**config.mk**
```make
export PLATFORM = sky130hd
export DESIGN_NAME = mmio_data_queue_flat
export DESIGN_NICKNAME = d
export VERILOG_FILES = /design/src/rtl/afu_pkg.sv /design/src/rtl/mmio_data_queue_if.sv /design/src/rtl/mmio_queue_ram.sv /design/src/rtl/mmio_data_queue.sv /design/src/flat_wrapper.sv
export SDC_FILE = /design/constraint.sdc
export NUM_CORES = 1
export LEC_CHECK = 0
export ABC_AREA = 1
export CORE_AREA = 3 3 217 219
export CTS_BUF_LIST = sky130_fd_sc_hd__clkbuf_16
export CTS_CLUSTER_DIAMETER = 40
export DETAILED_ROUTE_END_ITERATION = 7
export DIE_AREA = 0 0 220 222
export HOLD_SLACK_MARGIN = 0.08
export PLACE_DENSITY = 0.73
export SETUP_SLACK_MARGIN = 0.02
export SLEW_MARGIN = 40
export SYNTH_ARGS = -nofsm -noshare
export SYNTH_HDL_FRONTEND = slang
export SYNTH_SLANG_ARGS = --single-unit
```
**constraint.sdc**
```tcl
create_clock -name clk -period 10.5 [get_ports clk]
set_clock_uncertainty 0.15 [all_clocks]
set_input_delay 2.1 -clock clk [delete_from_list [all_inputs] [get_ports clk]]
set_output_delay 2.1 -clock clk [all_outputs]
set_load 0.01 [all_outputs]
```
**src/rtl/afu_pkg.sv**
```systemverilog
// Shared AFU constants: default queue geometry, count width, and the MMIO user-register address.
// No ports; imported by the data queue, its storage, and its bus interface.
package afu_pkg;

    localparam int unsigned DATA_W = 64;
    localparam int unsigned DEPTH  = 8;
    localparam int unsigned CNT_W  = $clog2(DEPTH) + 1;

    localparam logic [15:0] MMIO_USER_REG_ADDR = 16'h0020;

    // Pointer width for a given depth; never narrower than one bit.
    function automatic int unsigned ptr_w(input int unsigned depth);
        return (depth > 1) ? $clog2(depth) : 1;
    endfunction

endpackage

```
**src/rtl/mmio_data_queue_if.sv**
```systemverilog
// MMIO data-queue bus: push/pop strobes, popped data, occupancy and sticky error flags.
// master: MMIO side driving strobes; slave: the queue.
interface mmio_data_queue_if #(
    parameter int unsigned DATA_W = afu_pkg::DATA_W,
    parameter int unsigned DEPTH  = afu_pkg::DEPTH
);
    localparam int unsigned CNT_W = $clog2(DEPTH) + 1;

    logic              wr_en;
    logic [DATA_W-1:0] wr_data;
    logic              rd_en;
    logic              clr_err;
    logic [DATA_W-1:0] rd_data;
    logic              rd_valid;
    logic              full;
    logic              empty;
    logic [CNT_W-1:0]  count;
    logic              overflow;
    logic              underflow;

    modport master (
        output wr_en, wr_data, rd_en, clr_err,
        input  rd_data, rd_valid, full, empty, count, overflow, underflow
    );

    modport slave (
        input  wr_en, wr_data, rd_en, clr_err,
        output rd_data, rd_valid, full, empty, count, overflow, underflow
    );

endinterface

```
**src/rtl/mmio_queue_ram.sv**
```systemverilog
// Queue storage: one write port, one synchronous read port with read enable, no reset.
// Ports: clk, i_we/i_waddr/i_wdata (write), i_re/i_raddr (read), o_rdata (registered read data).
module mmio_queue_ram import afu_pkg::*; #(
    parameter int unsigned DATA_W = afu_pkg::DATA_W,
    parameter int unsigned DEPTH  = afu_pkg::DEPTH,
    parameter int unsigned PTR_W  = ptr_w(afu_pkg::DEPTH)
) (
    input  logic              clk,
    input  logic              i_we,
    input  logic [PTR_W-1:0]  i_waddr,
    input  logic [DATA_W-1:0] i_wdata,
    input  logic              i_re,
    input  logic [PTR_W-1:0]  i_raddr,
    output logic [DATA_W-1:0] o_rdata
);

    logic [DATA_W-1:0] r_mem [DEPTH];
    logic [DATA_W-1:0] r_q;

    // Read returns the pre-write contents when both ports hit the same address.
    always_ff @(posedge clk) begin
        if (i_we) r_mem[i_waddr] <= i_wdata;
        if (i_re) r_q <= r_mem[i_raddr];
    end

    assign o_rdata = r_q;

endmodule

```
**src/rtl/mmio_data_queue.sv**
```systemverilog
// MMIO data queue: circular-buffer FIFO behind an MMIO user register with sticky error flags.
// Ports: clk, rst_n (async active-low), bus (slave modport: strobes in; data, occupancy, flags out).
module mmio_data_queue import afu_pkg::*; #(
    parameter int unsigned DATA_W = afu_pkg::DATA_W,
    parameter int unsigned DEPTH  = afu_pkg::DEPTH
) (
    input  logic              clk,
    input  logic              rst_n,
    mmio_data_queue_if.slave  bus
);

    localparam int unsigned PTR_W = ptr_w(DEPTH);
    localparam int unsigned CNT_W = $clog2(DEPTH) + 1;

    logic [PTR_W-1:0]  r_wr_ptr;
    logic [PTR_W-1:0]  r_rd_ptr;
    logic [CNT_W-1:0]  r_count;
    logic              r_full;
    logic              r_empty;
    logic              r_rd_valid;
    logic              r_rd_loaded;
    logic              r_overflow;
    logic              r_underflow;

    logic              w_push;
    logic              w_pop;
    logic              w_ovf;
    logic              w_unf;
    logic [CNT_W-1:0]  w_count_nxt;
    logic [DATA_W-1:0] w_ram_q;

    // A full queue still accepts a push when a pop frees a slot at the same edge.
    assign w_pop  = bus.rd_en && !r_empty;
    assign w_push = bus.wr_en && (!r_full || bus.rd_en);
    assign w_ovf  = bus.wr_en && r_full && !bus.rd_en;
    assign w_unf  = bus.rd_en && r_empty;

    // Next occupancy.
    always_comb begin
        w_count_nxt = r_count;
        case ({w_push, w_pop})
            2'b10:   w_count_nxt = r_count + CNT_W'(1);
            2'b01:   w_count_nxt = r_count - CNT_W'(1);
            default: w_count_nxt = r_count;
        endcase
    end

    // Pointers, occupancy, registered full/empty and pop strobe.
    always_ff @(posedge clk or negedge rst_n) begin
        if (!rst_n) begin
            r_wr_ptr    <= '0;
            r_rd_ptr    <= '0;
            r_count     <= '0;
            r_full      <= 1'b0;
            r_empty     <= 1'b1;
            r_rd_valid  <= 1'b0;
            r_rd_loaded <= 1'b0;
        end else begin
            if (w_push) r_wr_ptr <= r_wr_ptr + PTR_W'(1);
            if (w_pop)  r_rd_ptr <= r_rd_ptr + PTR_W'(1);
            r_count    <= w_count_nxt;
            r_full     <= (w_count_nxt == CNT_W'(DEPTH));
            r_empty    <= (w_count_nxt == '0);
            r_rd_valid <= w_pop;
            if (w_pop) r_rd_loaded <= 1'b1;
        end
    end

    // Sticky error flags; a new error wins over a same-cycle clear.
    always_ff @(posedge clk or negedge rst_n) begin
        if (!rst_n) begin
            r_overflow  <= 1'b0;
            r_underflow <= 1'b0;
        end else begin
            if (w_ovf)            r_overflow  <= 1'b1;
            else if (bus.clr_err) r_overflow  <= 1'b0;
            if (w_unf)            r_underflow <= 1'b1;
            else if (bus.clr_err) r_underflow <= 1'b0;
        end
    end

    mmio_queue_ram #(
        .DATA_W (DATA_W),
        .DEPTH  (DEPTH),
        .PTR_W  (PTR_W)
    ) u_ram (
        .clk     (clk),
        .i_we    (w_push),
        .i_waddr (r_wr_ptr),
        .i_wdata (bus.wr_data),
        .i_re    (w_pop),
        .i_raddr (r_rd_ptr),
        .o_rdata (w_ram_q)
    );

    // The storage read register has no reset, so rd_data reads as zero until the first pop after reset.
    assign bus.rd_data   = r_rd_loaded ? w_ram_q : '0;
    assign bus.rd_valid  = r_rd_valid;
    assign bus.full      = r_full;
    assign bus.empty     = r_empty;
    assign bus.count     = r_count;
    assign bus.overflow  = r_overflow;
    assign bus.underflow = r_underflow;

endmodule

```
**src/flat_wrapper.sv**
```systemverilog
// flat-port wrapper written by rule: the top's interface ports become plain ports
module mmio_data_queue_flat import afu_pkg::*;
#(
    parameter int unsigned DATA_W = afu_pkg::DATA_W,
    parameter int unsigned DEPTH  = afu_pkg::DEPTH
)
  (clk, rst_n, bus_wr_en, bus_wr_data, bus_rd_en, bus_clr_err, bus_rd_data, bus_rd_valid, bus_full, bus_empty, bus_count, bus_overflow, bus_underflow);
  mmio_data_queue_if #(.DATA_W(DATA_W), .DEPTH(DEPTH)) bus_i ();
  input  logic clk;
  input  logic rst_n;
  input wire logic [$bits(bus_i.wr_en)-1:0] bus_wr_en;
  input wire logic [$bits(bus_i.wr_data)-1:0] bus_wr_data;
  input wire logic [$bits(bus_i.rd_en)-1:0] bus_rd_en;
  input wire logic [$bits(bus_i.clr_err)-1:0] bus_clr_err;
  output wire logic [$bits(bus_i.rd_data)-1:0] bus_rd_data;
  output wire logic [$bits(bus_i.rd_valid)-1:0] bus_rd_valid;
  output wire logic [$bits(bus_i.full)-1:0] bus_full;
  output wire logic [$bits(bus_i.empty)-1:0] bus_empty;
  output wire logic [$bits(bus_i.count)-1:0] bus_count;
  output wire logic [$bits(bus_i.overflow)-1:0] bus_overflow;
  output wire logic [$bits(bus_i.underflow)-1:0] bus_underflow;
  assign bus_i.wr_en = bus_wr_en;
  assign bus_i.wr_data = bus_wr_data;
  assign bus_i.rd_en = bus_rd_en;
  assign bus_i.clr_err = bus_clr_err;
  assign bus_rd_data = bus_i.rd_data;
  assign bus_rd_valid = bus_i.rd_valid;
  assign bus_full = bus_i.full;
  assign bus_empty = bus_i.empty;
  assign bus_count = bus_i.count;
  assign bus_overflow = bus_i.overflow;
  assign bus_underflow = bus_i.underflow;
  mmio_data_queue #(.DATA_W(DATA_W), .DEPTH(DEPTH)) u_core (.clk(clk), .rst_n(rst_n), .bus(bus_i));
endmodule
```
==> metrics.txt <==
# nets final=approximately 2000; Initial Utilization=between 50 and 60%; P per Cell Area=approximately 300 mW/mm²; drc violations=0; Post-synth EDFFs=approximately 580; top cells by count, synth=edfxtp_1, nor2_1, o21ai_0, nand2_1, inv_1; Placer Congestion=0.7147; port bufs=around 140; sw frac=32.32%; Max Buffers Root-to-Sink=3; worst r2r src=u_core.bus.full$_DFF_PN0_; DIE HEIGHT=between 200 and 250 µm; power share of the clock group=approximately a third; multi-input logic area=roughly 0.0044 mm²; register area=approximately 0.018 mm²; CTS Root Cell=clkbuf_16; Slowest cell on crit path=buf_4; Sink Count=approximately 590; Total GRT Usage=between 20% and 30%; Setup crit start=bus_rd_en; Max FO, Critical Path=45; pre-CTS setup slack=4.757 ns; final hold vios=0; initial antenna violation count=1; placed insts=between 2000 and 2500; num ports=around 140; post-synthesis instance total=~1700; clk slew on worst S/H paths=roughly 0.05 ns; sequential share of power=40.5%; post-route cell area=0.02737 mm²; CP startpoint kind=input pin; H-tree depth=3; post_cts resized=0; WP data arrival=5.11 ns; Crit path max-delay family=buffers and inverters; Worst Path Required=10.54 ns; TritonCTS clock tree=built; Final Max Slew Viols=0; total global routing overflow=0; biggest area consumer among synthesized cells=edfxtp_1; top-area cell type share of the netlist area=between 70% and 80%; chip width=220 µm; CTS Buf Count=75; FFs w/ async S/R, synth=under 10%; DR pass1 iterations=5; WHS=around 0.38 ns; nature of the critical path endpoint=flip-flop; Area contributors post-synth=edfxtp_1, nor2_1, o21ai_0; CP max stage delay=about 0.7 ns; post-synthesis sequential area ratio=about 77%; Tmin final=about 5.1 ns; RSZ-0062 raised after global routing=no; final worst slack=5.433 ns; DR iter-0 viols=around 1500; # Post-CTS Setup Buffers=0; Post-Syn Area per Cell=13.19 µm²; Critical path buffers and inverters=4; post-DP HPWL=between 20000 and 30000 µm; Worst-Margin Slew=around 0.83 ns; Synth cell types=25; largest net degree at the start of global routing=between 100 and 150; Final Non-Filler Cells=2533; HP Class=reg2reg; row cnt=78; combinational share of power=between 20% and 30%; CP most frequent cell=inv_1; worst vdd ir=0.1752 mV; Clock Latency Late Sink=around 0.58 ns; synthesized area=between 0.02 and 0.025 mm²; yosys warns=0; Final Setup Violations=0; vias=around 14000; Pint=about 5.5 mW; vias per cell=approximately 5.5; Area Growth Syn to Fin=19.11%; Antenna diodes=0; status=finished, final reports clean; Layout fillers=3407; Die Footprint=a little under 0.05 mm²; setup TNS=0 ns; WL final=roughly 50000 µm; vias in the first global route=around 14000; count leader, synth=edfxtp_1; Net Sw Power=roughly 2.6 mW; fin crit share=between 40% and 50%; Placed Area=between 0.02 and 0.025 mm²; critical path, cell by cell=clkdlybuf4s50_1 > inv_1 > a21oi_1 > inv_1 > or2_2 > nor2_4 > buf_4; hold path startpoint=u_core.bus.overflow$_DFFE_PN0P_; Synthesized Nets=1815; fmax=around 0.20 GHz; static leakage=roughly 9.5 nW; ANT nets after route=0; relative slew slack=44.69%; kind of critical path=in2reg; hold buffer count at CTS=0; # Max-Cap Violations=0; post-synthesis register bit count=a little under 600; Top FF cell, synth=edfxtp_1; global-route wire length before repair=~79000 µm; post-DR wirelength/cell=around 20 µm; Core ar.=0.04528 mm²; share of cells above drive strength 1=between 8 and 9%
-- final cells by class --
type,count,share of cell area [%]
Timing Repair Buffer,161,6.035
Clock inverter,56,2.002
Multi-Input combinational cell,961,16.08
Sequential cell,592,64.71
Tap cell,600,2.743
Inverter,84,1.207
Clock buffer,79,7.223
-- per-layer routing --
layer  vias up  track usage (%)  part of all wire [%]
met5         -                0                     0
met1      6933            27.92                    42
li1       6510                -                     -
met4         0            6.980                   2.1
met3        89            3.673                   5.6
met2       460            34.62                    50
-- cells by family (layout without fill, tap and decap cells) --
group,Yosys count,count (layout),share of synthesized area [%]
AOI/OAI and AO/OA,391,391,9.219
xor gates and xnor gates,5,5,0.1906
adders and majority gates,4,4,0.2178
buffers and inverters,189,380,4.079
DFF,592,592,77.03
and+or+nand+nor,561,561,9.268
-- path summary, 6_finish.rpt --
path / depth (start not counted) / slack (ns) / to
worst max-delay path: 7 / 5.43 / u_core.u_ram.r_mem[2][1]$_DFFE_PP_
worst min-delay path: 2 / 0.38 / u_core.bus.overflow$_DFFE_PN0P_
worst max register to register: 5 / 7.19 / u_core.u_ram.r_mem[2][1]$_DFFE_PP_
worst min register to register: 2 / 0.38 / u_core.bus.overflow$_DFFE_PN0P_
max in group asynchronous: 1 / 8.58 / u_core.bus.empty$_DFF_PN1_
min in group asynchronous: 1 / 1.30 / u_core.r_rd_ptr[2]$_DFFE_PN0P_
-- cell usage in the layout (no fill, tap or decap), drive strengths merged, types with 2 or more instances in the layout --
master	instances
a21oi	2
a31oi	64
buf	21
bufinv	9
clkbuf	79
clkdlybuf4s50	140
clkinv	20
clkinvlp	10
dfrtp	15
edfxtp	576
ha	4
inv	101
nand2	88
nand3	7
nand4	3
nor2	460
o21ai	260
o22ai	65
or2	3
xor2	4
-- tightest hold or removal path: cells and delay by family (launching register included) --
family          cells  cell delay, ns
compound gates      1            0.06
flops               1            0.37
buf+inv             1            0.05
-- registers in the layout, summed over array words and instances (netlist names) --
signal and cells:
u_core.bus.overflow 1, u_core.bus.full 1, u_core.u_ram.r_mem 512, u_core.bus.empty 1
u_core.r_wr_ptr 3, u_core.bus.underflow 1, u_core.u_ram.o_rdata 64, u_core.bus.rd_valid 1
u_core.bus.count 4, u_core.r_rd_loaded 1, u_core.r_rd_ptr 3
-- power by group through the flow --
| stage | clock network (mW) | logic, mW | registers [mW] |
|---|---|---|---|
| after CTS | 2.59 | 2.32 | 3.30 |
| final | 2.55 | 2.29 | 3.30 |
| after detailed placement | 0 | 2.29 | 3.35 |
| after floorplan | 0 | 1.56 | 3.28 |
| after global routing | 2.70 | 2.55 | 3.34 |
| after global placement | 0 | 2.18 | 3.36 |
-- through the flow --
step	util [%]	total power, mW
after detailed placement	54.82	5.638
after CTS	60.40	8.210
after floorplan	-	4.840
after global routing	60.44	8.588
after global placement	54.58	5.538
final	60.44	8.144
(Power assumes the default switching activity.)
